===== config.mk =====
export PLATFORM = sky130hd
export DESIGN_NAME = fetch_controller
export DESIGN_NICKNAME = d
export VERILOG_FILES = /design/src/rtl/fetch_controller.sv
export SDC_FILE = /design/constraint.sdc
export NUM_CORES = 1
export LEC_CHECK = 0
export ABC_AREA = 1
export CAP_MARGIN = 20
export CORE_ASPECT_RATIO = 0.5
export CORE_MARGIN = 1.5
export CORE_UTILIZATION = 42
export DETAILED_ROUTE_END_ITERATION = 10
export GPL_TIMING_DRIVEN = 0
export PLACE_DENSITY_LB_ADDON = 0.15
export SETUP_SLACK_MARGIN = 0.5
export SYNTH_ARGS = -nofsm -noshare
export SYNTH_HDL_FRONTEND = slang
export SYNTH_SLANG_ARGS = --single-unit

===== constraint.sdc =====
create_clock -name clk -period 5.16 [get_ports clk]
set_input_delay 1.032 -clock clk [delete_from_list [all_inputs] [get_ports clk]]
set_output_delay 1.032 -clock clk [all_outputs]
set_load 0.01 [all_outputs]

===== src/rtl/fetch_controller.sv =====
`default_nettype none
// ============================================================================
// Module   : fetch_controller
// Purpose  : Top-level sequencer for the single-cycle fetch datapath. Owns the
//            2-bit state consumed by the fetch stage, multiplexes the
//            instruction-memory port between host program loading and the
//            running PC, detects program termination and keeps run/load
//            statistics for the host.
// Revision : 1.0 - initial release
// ----------------------------------------------------------------------------
// Parameters
//   HALT_WORD   : IR value that terminates a run
//   MAX_CYCLES  : RUN-cycle budget before forced halt (timeout build only)
// Build option
//   FETCH_CTRL_TIMEOUT_EN : when defined, the MAX_CYCLES budget is enforced
//                           and `timeout` reports budget exhaustion; when
//                           undefined, `timeout` is tied low.
// Ports
//   clk         in   1 : clock, all state updates on rising edge
//   rst         in   1 : synchronous active-low reset
//   start       in   1 : launch a run from IDLE / acknowledge HALT
//   host_we     in   1 : host write strobe for instruction memory
//   haddr       in   8 : host word address
//   hdin        in  32 : host write data
//   pc          in  32 : PC from the fetch stage
//   ir          in  32 : IR from the fetch stage
//   curr_state  out  2 : IDLE 00, RUN 01, LOAD 10, HALT 11
//   im_wea      out  1 : instruction-memory write enable
//   im_addr     out  8 : instruction-memory word address
//   im_din      out 32 : instruction-memory write data
//   load_count  out  9 : words written in the current load session
//   cycle_count out 32 : RUN cycles in the current/last run
//   done        out  1 : high in HALT
//   timeout     out  1 : last run ended by budget exhaustion
// ============================================================================
module fetch_controller #(
  parameter logic [31:0] HALT_WORD  = 32'hFFFF_FFFF,
  parameter int unsigned MAX_CYCLES = 1000
) (
  input  logic        clk,
  input  logic        rst,
  input  logic        start,
  input  logic        host_we,
  input  logic [7:0]  haddr,
  input  logic [31:0] hdin,
  input  logic [31:0] pc,
  input  logic [31:0] ir,
  output logic [1:0]  curr_state,
  output logic        im_wea,
  output logic [7:0]  im_addr,
  output logic [31:0] im_din,
  output logic [8:0]  load_count,
  output logic [31:0] cycle_count,
  output logic        done,
  output logic        timeout
);

  typedef enum logic [1:0] {
    ST_IDLE = 2'b00,
    ST_RUN  = 2'b01,
    ST_LOAD = 2'b10,
    ST_HALT = 2'b11
  } state_e;

  localparam logic [8:0]  c_load_max  = 9'd256;
  localparam logic [31:0] c_cycle_max = 32'hFFFF_FFFF;

  state_e      state_q, state_d;
  logic [8:0]  load_count_q, load_count_d;
  logic [31:0] cycle_count_q, cycle_count_d;

  logic        w_halt_hit;
  logic        w_budget_hit;

  // IR lags PC by one cycle and PC restarts at 0, so during the first two
  // RUN cycles IR may still hold the halt word from the previous run.
  assign w_halt_hit = (ir == HALT_WORD) && (cycle_count_q >= 32'd2);

`ifdef FETCH_CTRL_TIMEOUT_EN
  localparam logic [31:0] c_budget_last = 32'(MAX_CYCLES - 1);

  logic timeout_q, timeout_d;

  assign w_budget_hit = (cycle_count_q == c_budget_last);
  assign timeout      = timeout_q;
`else
  logic w_unused_cfg;

  // Without the budget the cycle limit has no consumer.
  assign w_unused_cfg = ^{32'(MAX_CYCLES)};
  assign w_budget_hit = 1'b0;
  assign timeout      = 1'b0;
`endif

  // Only the word-address bits of the PC drive the memory port.
  logic w_unused_pc;
  assign w_unused_pc = ^{pc[31:10], pc[1:0]};

  // --------------------------------------------------------------------------
  // State register
  // --------------------------------------------------------------------------
  always_ff @(posedge clk) begin
    if (!rst) begin
      state_q       <= ST_IDLE;
      load_count_q  <= 9'd0;
      cycle_count_q <= 32'd0;
`ifdef FETCH_CTRL_TIMEOUT_EN
      timeout_q     <= 1'b0;
`endif
    end else begin
      state_q       <= state_d;
      load_count_q  <= load_count_d;
      cycle_count_q <= cycle_count_d;
`ifdef FETCH_CTRL_TIMEOUT_EN
      timeout_q     <= timeout_d;
`endif
    end
  end

  // --------------------------------------------------------------------------
  // Next-state and counter logic
  // --------------------------------------------------------------------------
  always_comb begin
    state_d       = state_q;
    load_count_d  = load_count_q;
    cycle_count_d = cycle_count_q;
`ifdef FETCH_CTRL_TIMEOUT_EN
    timeout_d     = timeout_q;
`endif

    unique case (state_q)
      ST_IDLE: begin
        // A host write wins over start so a program load is never lost.
        if (host_we) begin
          state_d      = ST_LOAD;
          load_count_d = 9'd1;
        end else if (start) begin
          state_d       = ST_RUN;
          cycle_count_d = 32'd0;
`ifdef FETCH_CTRL_TIMEOUT_EN
          timeout_d     = 1'b0;
`endif
        end
      end

      ST_LOAD: begin
        if (host_we) begin
          if (load_count_q != c_load_max) begin
            load_count_d = load_count_q + 9'd1;
          end
        end else begin
          state_d = ST_IDLE;
        end
      end

      ST_RUN: begin
        if (cycle_count_q != c_cycle_max) begin
          cycle_count_d = cycle_count_q + 32'd1;
        end
        if (w_halt_hit) begin
          state_d = ST_HALT;
        end else if (w_budget_hit) begin
          state_d = ST_HALT;
`ifdef FETCH_CTRL_TIMEOUT_EN
          timeout_d = 1'b1;
`endif
        end
      end

      ST_HALT: begin
        if (start) begin
          state_d = ST_IDLE;
        end
      end

      default: begin
        state_d = ST_IDLE;
      end
    endcase
  end

  // --------------------------------------------------------------------------
  // Outputs
  // --------------------------------------------------------------------------
  assign curr_state  = state_q;
  assign load_count  = load_count_q;
  assign cycle_count = cycle_count_q;
  assign done        = (state_q == ST_HALT);

  // The memory port belongs to the PC while running, to the host otherwise.
  // Gating with rst keeps the memory untouched in a reset cycle.
  assign im_wea  = host_we & rst & ((state_q == ST_IDLE) | (state_q == ST_LOAD));
  assign im_addr = (state_q == ST_RUN) ? pc[9:2] : haddr;
  assign im_din  = hdin;

endmodule
`default_nettype wire


==> flow_metrics.env, run 1 <==
export IMPL_cts_repair_resized=0
export IMPL_postCtsHoldBufs=0
export IMPL_clockBufferDepth=2
export IMPL_cp_start_kind="input pin"
export IMPL_timing_critical_path_to="im_wea"
export IMPL_clkLatencyLatePin_ps=290
export IMPL_stdcell_count=807
export IMPL_hold_viol_final=0
export IMPL_reg2reg_slack_ps=3150
export IMPL_synth_seq_cells=43
export IMPL_maxSlewHeadroom=0.603
export IMPL_setup_viol=0
export IMPL_place_area_um2=4800
export IMPL_overflow=0
export IMPL_synth_area_leaders="dfxtp_1, nand2_1, nor2_1, inv_1, buf_4"
export IMPL_synth_edff_count=0
export IMPL_powerDensity_nw_per_um2=227
export IMPL_pwr_share_clk=0.270
export IMPL_slowest_stage="clkdlybuf4s50_1"
export IMPL_globalplace_congestion=0.914
export IMPL_die_h_um=65.7
export IMPL_grt_first_pass_wirelength_um=15800
export IMPL_diodes=0
export IMPL_route_detailed_drc=0
export IMPL_grt_max_degree=12
export IMPL_antenna_found_initial=0
export IMPL_synth_distinct_cells=33
export IMPL_synth_nets=669
export IMPL_p_int_uw=731
export IMPL_vdd_drop_max_mv=0.115
export IMPL_core_area_um2=7460
export IMPL_vias=3797
export IMPL_final_cell_area_um2=4930
export IMPL_power_total_mw=1.12
export IMPL_ctsRootBufferMaster="clkbuf_16"
export IMPL_critPathLaunch="rst"
export IMPL_async_flop_share=0
export IMPL_syn_avg_cell_area_um2=5.93
export IMPL_hpwl_um=7920
export IMPL_fin_ws_ps=1420
export IMPL_crit_fanout=10
export IMPL_synthesis_area_um2=3300
export IMPL_path_common_cell="clkdlybuf4s50_1"
export IMPL_cts_setup_buffers=0
export IMPL_drive_gt1_frac=0.0987
export IMPL_swShare=0.348
export IMPL_path_clk_slew_ps=60
export IMPL_fp_row_count=22
export IMPL_synthDominantCellAreaShare=0.261
export IMPL_port_buffer_count=136
export IMPL_max_freq_mhz=268
export IMPL_seq_area_frac_synth=0.261
export IMPL_dieArea_um2=8440
export IMPL_regToRegStartpoint="cycle_count[1]"
export IMPL_cts_made_buffers=5
export IMPL_firstDrtPassIters=4
export IMPL_final_util=0.661
export IMPL_critPathArrivalTime_ps=2710
export IMPL_rsz0062_at_grt="false"
export IMPL_ys_flop_type="dfxtp_1"
export IMPL_rr_endpoint="cycle_count[31]"
export IMPL_first_global_vias=3389
export IMPL_fin_skew_ps=7.16
export IMPL_hold_slack_ps=509
export IMPL_dieWidth_um=128
export IMPL_critPathMaxStageDelay_ps=570
export IMPL_leakage_nw=2.01
export IMPL_place_ws_ps=1450
export IMPL_slew_viol_final=0
export IMPL_drv_cap=0
export IMPL_grt_use_total=0.242
export IMPL_synth_top_cell_by_area="dfxtp_1"
export IMPL_cp_end_kind="output port"
export IMPL_cts_sinks=43
export IMPL_yosys_warnings=0
export IMPL_combPwrFrac=0.401
export IMPL_finalCritPeriodShare=0.724
export IMPL_start_util=0.443
export IMPL_tightest_slew_ps=595
export IMPL_dp_cells=801
export IMPL_ios=194
export IMPL_hold_path_class="register to register"
export IMPL_tritoncts="yes"
export IMPL_post_route_min_period_ps=3740
export IMPL_crit_chain="clkdlybuf4s50_1 > inv_1 > clkbuf_1 > nor2_1 > clkdlybuf4s50_1"
export IMPL_worstSetupPathType="input pin to output port"
export IMPL_whs_path_depth=1
export IMPL_r2r_cells=11
export IMPL_outcome="complete, no violations"
export IMPL_viasPerCell=4.71
export IMPL_drt_initial_drc_count=326
export IMPL_htree_levels=2
export IMPL_wirelength_um=9920
export IMPL_p_sw_uw=390
export IMPL_wl_per_cell_um=12.3
export IMPL_seq_power_share=0.329
export IMPL_area_growth_pct=49.2
export IMPL_required_ps=4130
export IMPL_setup_tns_ps=0
export IMPL_netlist_instances=557
export IMPL_num_nets_final=812
export IMPL_postRouteAntennaNets=0
==> worst max-delay path: cells and delay by family <==
kind | cells | cell delay, ps
AND/OR/NAND/NOR | 1 | 230
buffers and inverters | 4 | 1440
==> power groups by stage <==
stage / clock, mW / combinational, mW / sequential, mW
6_report: 0.303 / 0.450 / 0.368
4_1_cts: 0.309 / 0.449 / 0.369
5_1_grt: 0.330 / 0.495 / 0.371
3_3_place_gp: 0 / 0.445 / 0.377
2_1_floorplan: 0 / 0.238 / 0.376
3_5_place_dp: 0 / 0.446 / 0.376
==> sequential cells by signal, summed over array words and instances, names as in the netlist <==
register,cells
curr_state,2
load_count,9
cycle_count,32
==> cells in the mapped netlist, types with 2 or more instances <==
| cell type | instances |
|---|---|
| nor2_1 | 84 |
| inv_1 | 73 |
| clkbuf_1 | 5 |
| nand2_4 | 2 |
| nor3_1 | 9 |
| ha_1 | 4 |
| dfxtp_1 | 43 |
| xor2_1 | 5 |
| buf_6 | 4 |
| a21oi_1 | 27 |
| nand2_2 | 2 |
| o21ai_1 | 3 |
| nand2_1 | 170 |
| nand3_1 | 31 |
| nor2_2 | 10 |
| o21ai_0 | 15 |
| o21bai_1 | 3 |
| nand4_1 | 11 |
| nand3b_1 | 2 |
| nand3_2 | 6 |
| or2_2 | 2 |
| and3_1 | 2 |
| buf_4 | 34 |
==> kinds of logic after synthesis <==
logic type      share of synthesized area
simple gates                        0.443
buf+inv                             0.183
compound gates                     0.0837
flops                               0.261
xor+xnor                           0.0133
fa+ha+maj                          0.0152
other cells                       0.00114
==> layout by cell type (no fill, tap or decap), types with 2 or more instances in the layout <==
master	count
nor3_1	9
clkbuf_1	6
dfxtp_1	43
o21ai_1	3
a21oi_1	27
or2_2	2
inv_1	73
xor2_1	5
nand3_2	6
nand3_1	31
and3_1	2
nand2_1	170
nand2_4	2
buf_6	4
o21bai_1	3
nor2_1	84
ha_1	4
buf_4	34
nand4_1	11
clkbuf_16	5
nand3b_1	2
clkdlybuf4s50_1	136
nor2_2	10
nand2_2	2
o21ai_0	15
==> layer usage <==
layer	part of all wire	vias up	wire [um]	track usage
met5	0	-	0	0
met4	0.013	0	129	0.0674
met3	0.076	13	754	0.0513
met2	0.45	150	4500	0.417
met1	0.46	1644	4540	0.308
li1	-	1990	-	-
==> final cells by class <==
type,count,area [um2]
Buffer,43,319
Clock buffer,6,129
Fill cell,721,2530
Inverter,75,285
Multi-Input combinational cell,396,1840
Sequential cell,43,861
Tap cell,108,135
Timing Repair Buffer,136,1360
==> worst min path at each step <==
stage | start | slack, ps | endpoint
after detailed placement | load_count[0] | 500 | load_count[0]
final | load_count[0] | 510 | load_count[0]
after global routing | load_count[0] | 540 | load_count[0]
after global placement | load_count[0] | 490 | load_count[0]
after floorplan | load_count[0] | 510 | load_count[0]
after CTS | load_count[7] | 510 | load_count[7]
No activity file was read; power rests on OpenSTA's default activity.
==> inputs of run 2 (changes only) <==
CORE_UTILIZATION = 39   (was 42)
clock period = 3.6 ns   (was 5.16 ns; I/O delays follow)
==> run 2 against run 1 <==
Effect of this change: clock skew increased by 2.3 ps; worst hold slack improved by 8.8 ps; critical path type unchanged; total power increased by 51%; largest power group unchanged; highest routed layer unchanged; critical endpoint unchanged; largest cell class unchanged.
==> flow_metrics.env, run 2 (synthesized netlist as in run 1, its figures left out) <==
export IMPL_routed_wl_met2_um=4510
export IMPL_wl_per_cell_um=12.2
export IMPL_seq_power_share=0.314
export IMPL_drv_cap=0
export IMPL_ios=194
export IMPL_start_util=0.407
export IMPL_overflow=0
export IMPL_layout_commonest_cell="nand2_1"
export IMPL_pwr_share_clk=0.304
export IMPL_clockBufferDepth=2
export IMPL_fp_row_count=23
export IMPL_worstSetupPathType="input pin to output port"
export IMPL_final_util=0.612
export IMPL_critPathArrivalTime_ps=2280
export IMPL_hold_slack_ps=518
export IMPL_path_clk_slew_ps=60
export IMPL_final_cell_area_um2=4970
export IMPL_cts_setup_buffers=0
export IMPL_cp_end_kind="output port"
export IMPL_critPathLaunch="rst"
export IMPL_hpwl_um=7960
export IMPL_wl_met3_um=764
export IMPL_antenna_found_initial=0
export IMPL_diodes=0
export IMPL_globalplace_congestion=0.888
export IMPL_ctsRootBufferMaster="clkbuf_16"
export IMPL_stdcell_count=812
export IMPL_firstDrtPassIters=5
export IMPL_regToRegStartpoint="cycle_count[1]"
export IMPL_combPwrFrac=0.382
export IMPL_grt_first_pass_wirelength_um=16000
export IMPL_port_buffer_count=136
export IMPL_die_h_um=68.1
export IMPL_num_nets_final=812
export IMPL_hold_path_class="register to register"
export IMPL_r2r_cells=11
export IMPL_postRouteAntennaNets=0
export IMPL_vdd_drop_max_mv=0.193
export IMPL_outcome="complete, no violations"
export IMPL_p_int_mw=1.12
export IMPL_cts_sinks=43
export IMPL_viasPerCell=4.74
export IMPL_route_detailed_drc=0
export IMPL_htree_levels=2
export IMPL_grt_use_total=0.224
export IMPL_tritoncts="yes"
export IMPL_core_area_um2=8120
export IMPL_slew_viol_final=0
export IMPL_maxSlewHeadroom=0.615
export IMPL_power_total_mw=1.69
export IMPL_wl_met1_um=4540
export IMPL_vias=3845
export IMPL_place_ws_ps=489
export IMPL_swShare=0.336
export IMPL_powerDensity_nw_per_um2=340
export IMPL_fin_skew_ps=9.50
export IMPL_crit_fanout=10
export IMPL_tightest_slew_ps=577
export IMPL_timing_critical_path_to="im_wea"
export IMPL_reg2reg_slack_ps=1600
export IMPL_postCtsHoldBufs=0
export IMPL_p_sw_uw=568
export IMPL_routed_top_layer="met4"
export IMPL_setup_tns_ps=0
export IMPL_fin_ws_ps=599
export IMPL_largest_register_ffs=32
export IMPL_area_growth_pct=50.3
export IMPL_leakage_nw=2.03
export IMPL_max_freq_mhz=333
export IMPL_drive_gt1_frac=0.103
export IMPL_grt_max_degree=13
export IMPL_wirelength_um=9880
export IMPL_rr_endpoint="cycle_count[27]"
export IMPL_setup_viol=0
export IMPL_layout_common_cells="nand2_1, clkdlybuf4s50_1, nor2_1"
export IMPL_cts_made_buffers=5
export IMPL_dp_cells=805
export IMPL_rsz0062_at_grt="false"
export IMPL_first_global_vias=3392
export IMPL_required_ps=2880
export IMPL_finalCritPeriodShare=0.834
export IMPL_cp_start_kind="input pin"
export IMPL_clkLatencyLatePin_ps=300
export IMPL_hold_viol_final=0
export IMPL_place_area_um2=4800
export IMPL_drt_initial_drc_count=257
export IMPL_dieArea_um2=9060
export IMPL_dieWidth_um=133
export IMPL_post_route_min_period_ps=3000
==> run 2: changes by cell type in the layout (fill, tap and decap cells not counted), sizes merged <==
cell and change:
bufinv +1
==> run 2: critical path, cell delays in order <==
cell and delay (ps):
clkdlybuf4s50_1 550, inv_1 70, clkbuf_2 230, nor2_1 160
clkdlybuf4s50_1 540
==> run 2: what timing repair did <==
action,4_1_cts,5_1_grt
pin swaps,0,0
endpoints found under the setup margin,1,4
resized for setup,1,2
==> run 2: cell type report <==
cell class | instances | area, um2
Multi-Input combinational cell | 396 | 1840
Timing Repair Buffer | 136 | 1360
Fill cell | 786 | 3150
Clock inverter | 1 | 30.0
Tap cell | 112 | 140
Buffer | 43 | 322
Clock buffer | 6 | 129
Sequential cell | 43 | 861
Inverter | 75 | 285
==> run 2: per-layer routing <==
metal / GRT usage / vias up
li1: - / 1981
met1: 0.281 / 1706
met2: 0.398 / 151
met3: 0.0607 / 7
met4: 0.0435 / 0
met5: 0 / -
==> run 2: worst min-delay path by stage <==
stage,start,slack (ps),end,depth (start not counted)
floorplan,load_count[0],510,load_count[0],1
global placement,load_count[7],500,load_count[7],2
detailed placement,load_count[3],520,load_count[3],2
CTS,load_count[3],520,load_count[3],2
global route,load_count[7],540,load_count[7],2
finish,load_count[3],520,load_count[3],2
==> run 2: power groups by stage <==
stage	Clock (mW)	Combinational (mW)	Sequential (mW)
after floorplan	0	0.342	0.539
after global placement	0	0.644	0.540
after detailed placement	0	0.647	0.540
after CTS	0.519	0.650	0.530
after global routing	0.542	0.713	0.533
final	0.514	0.646	0.530
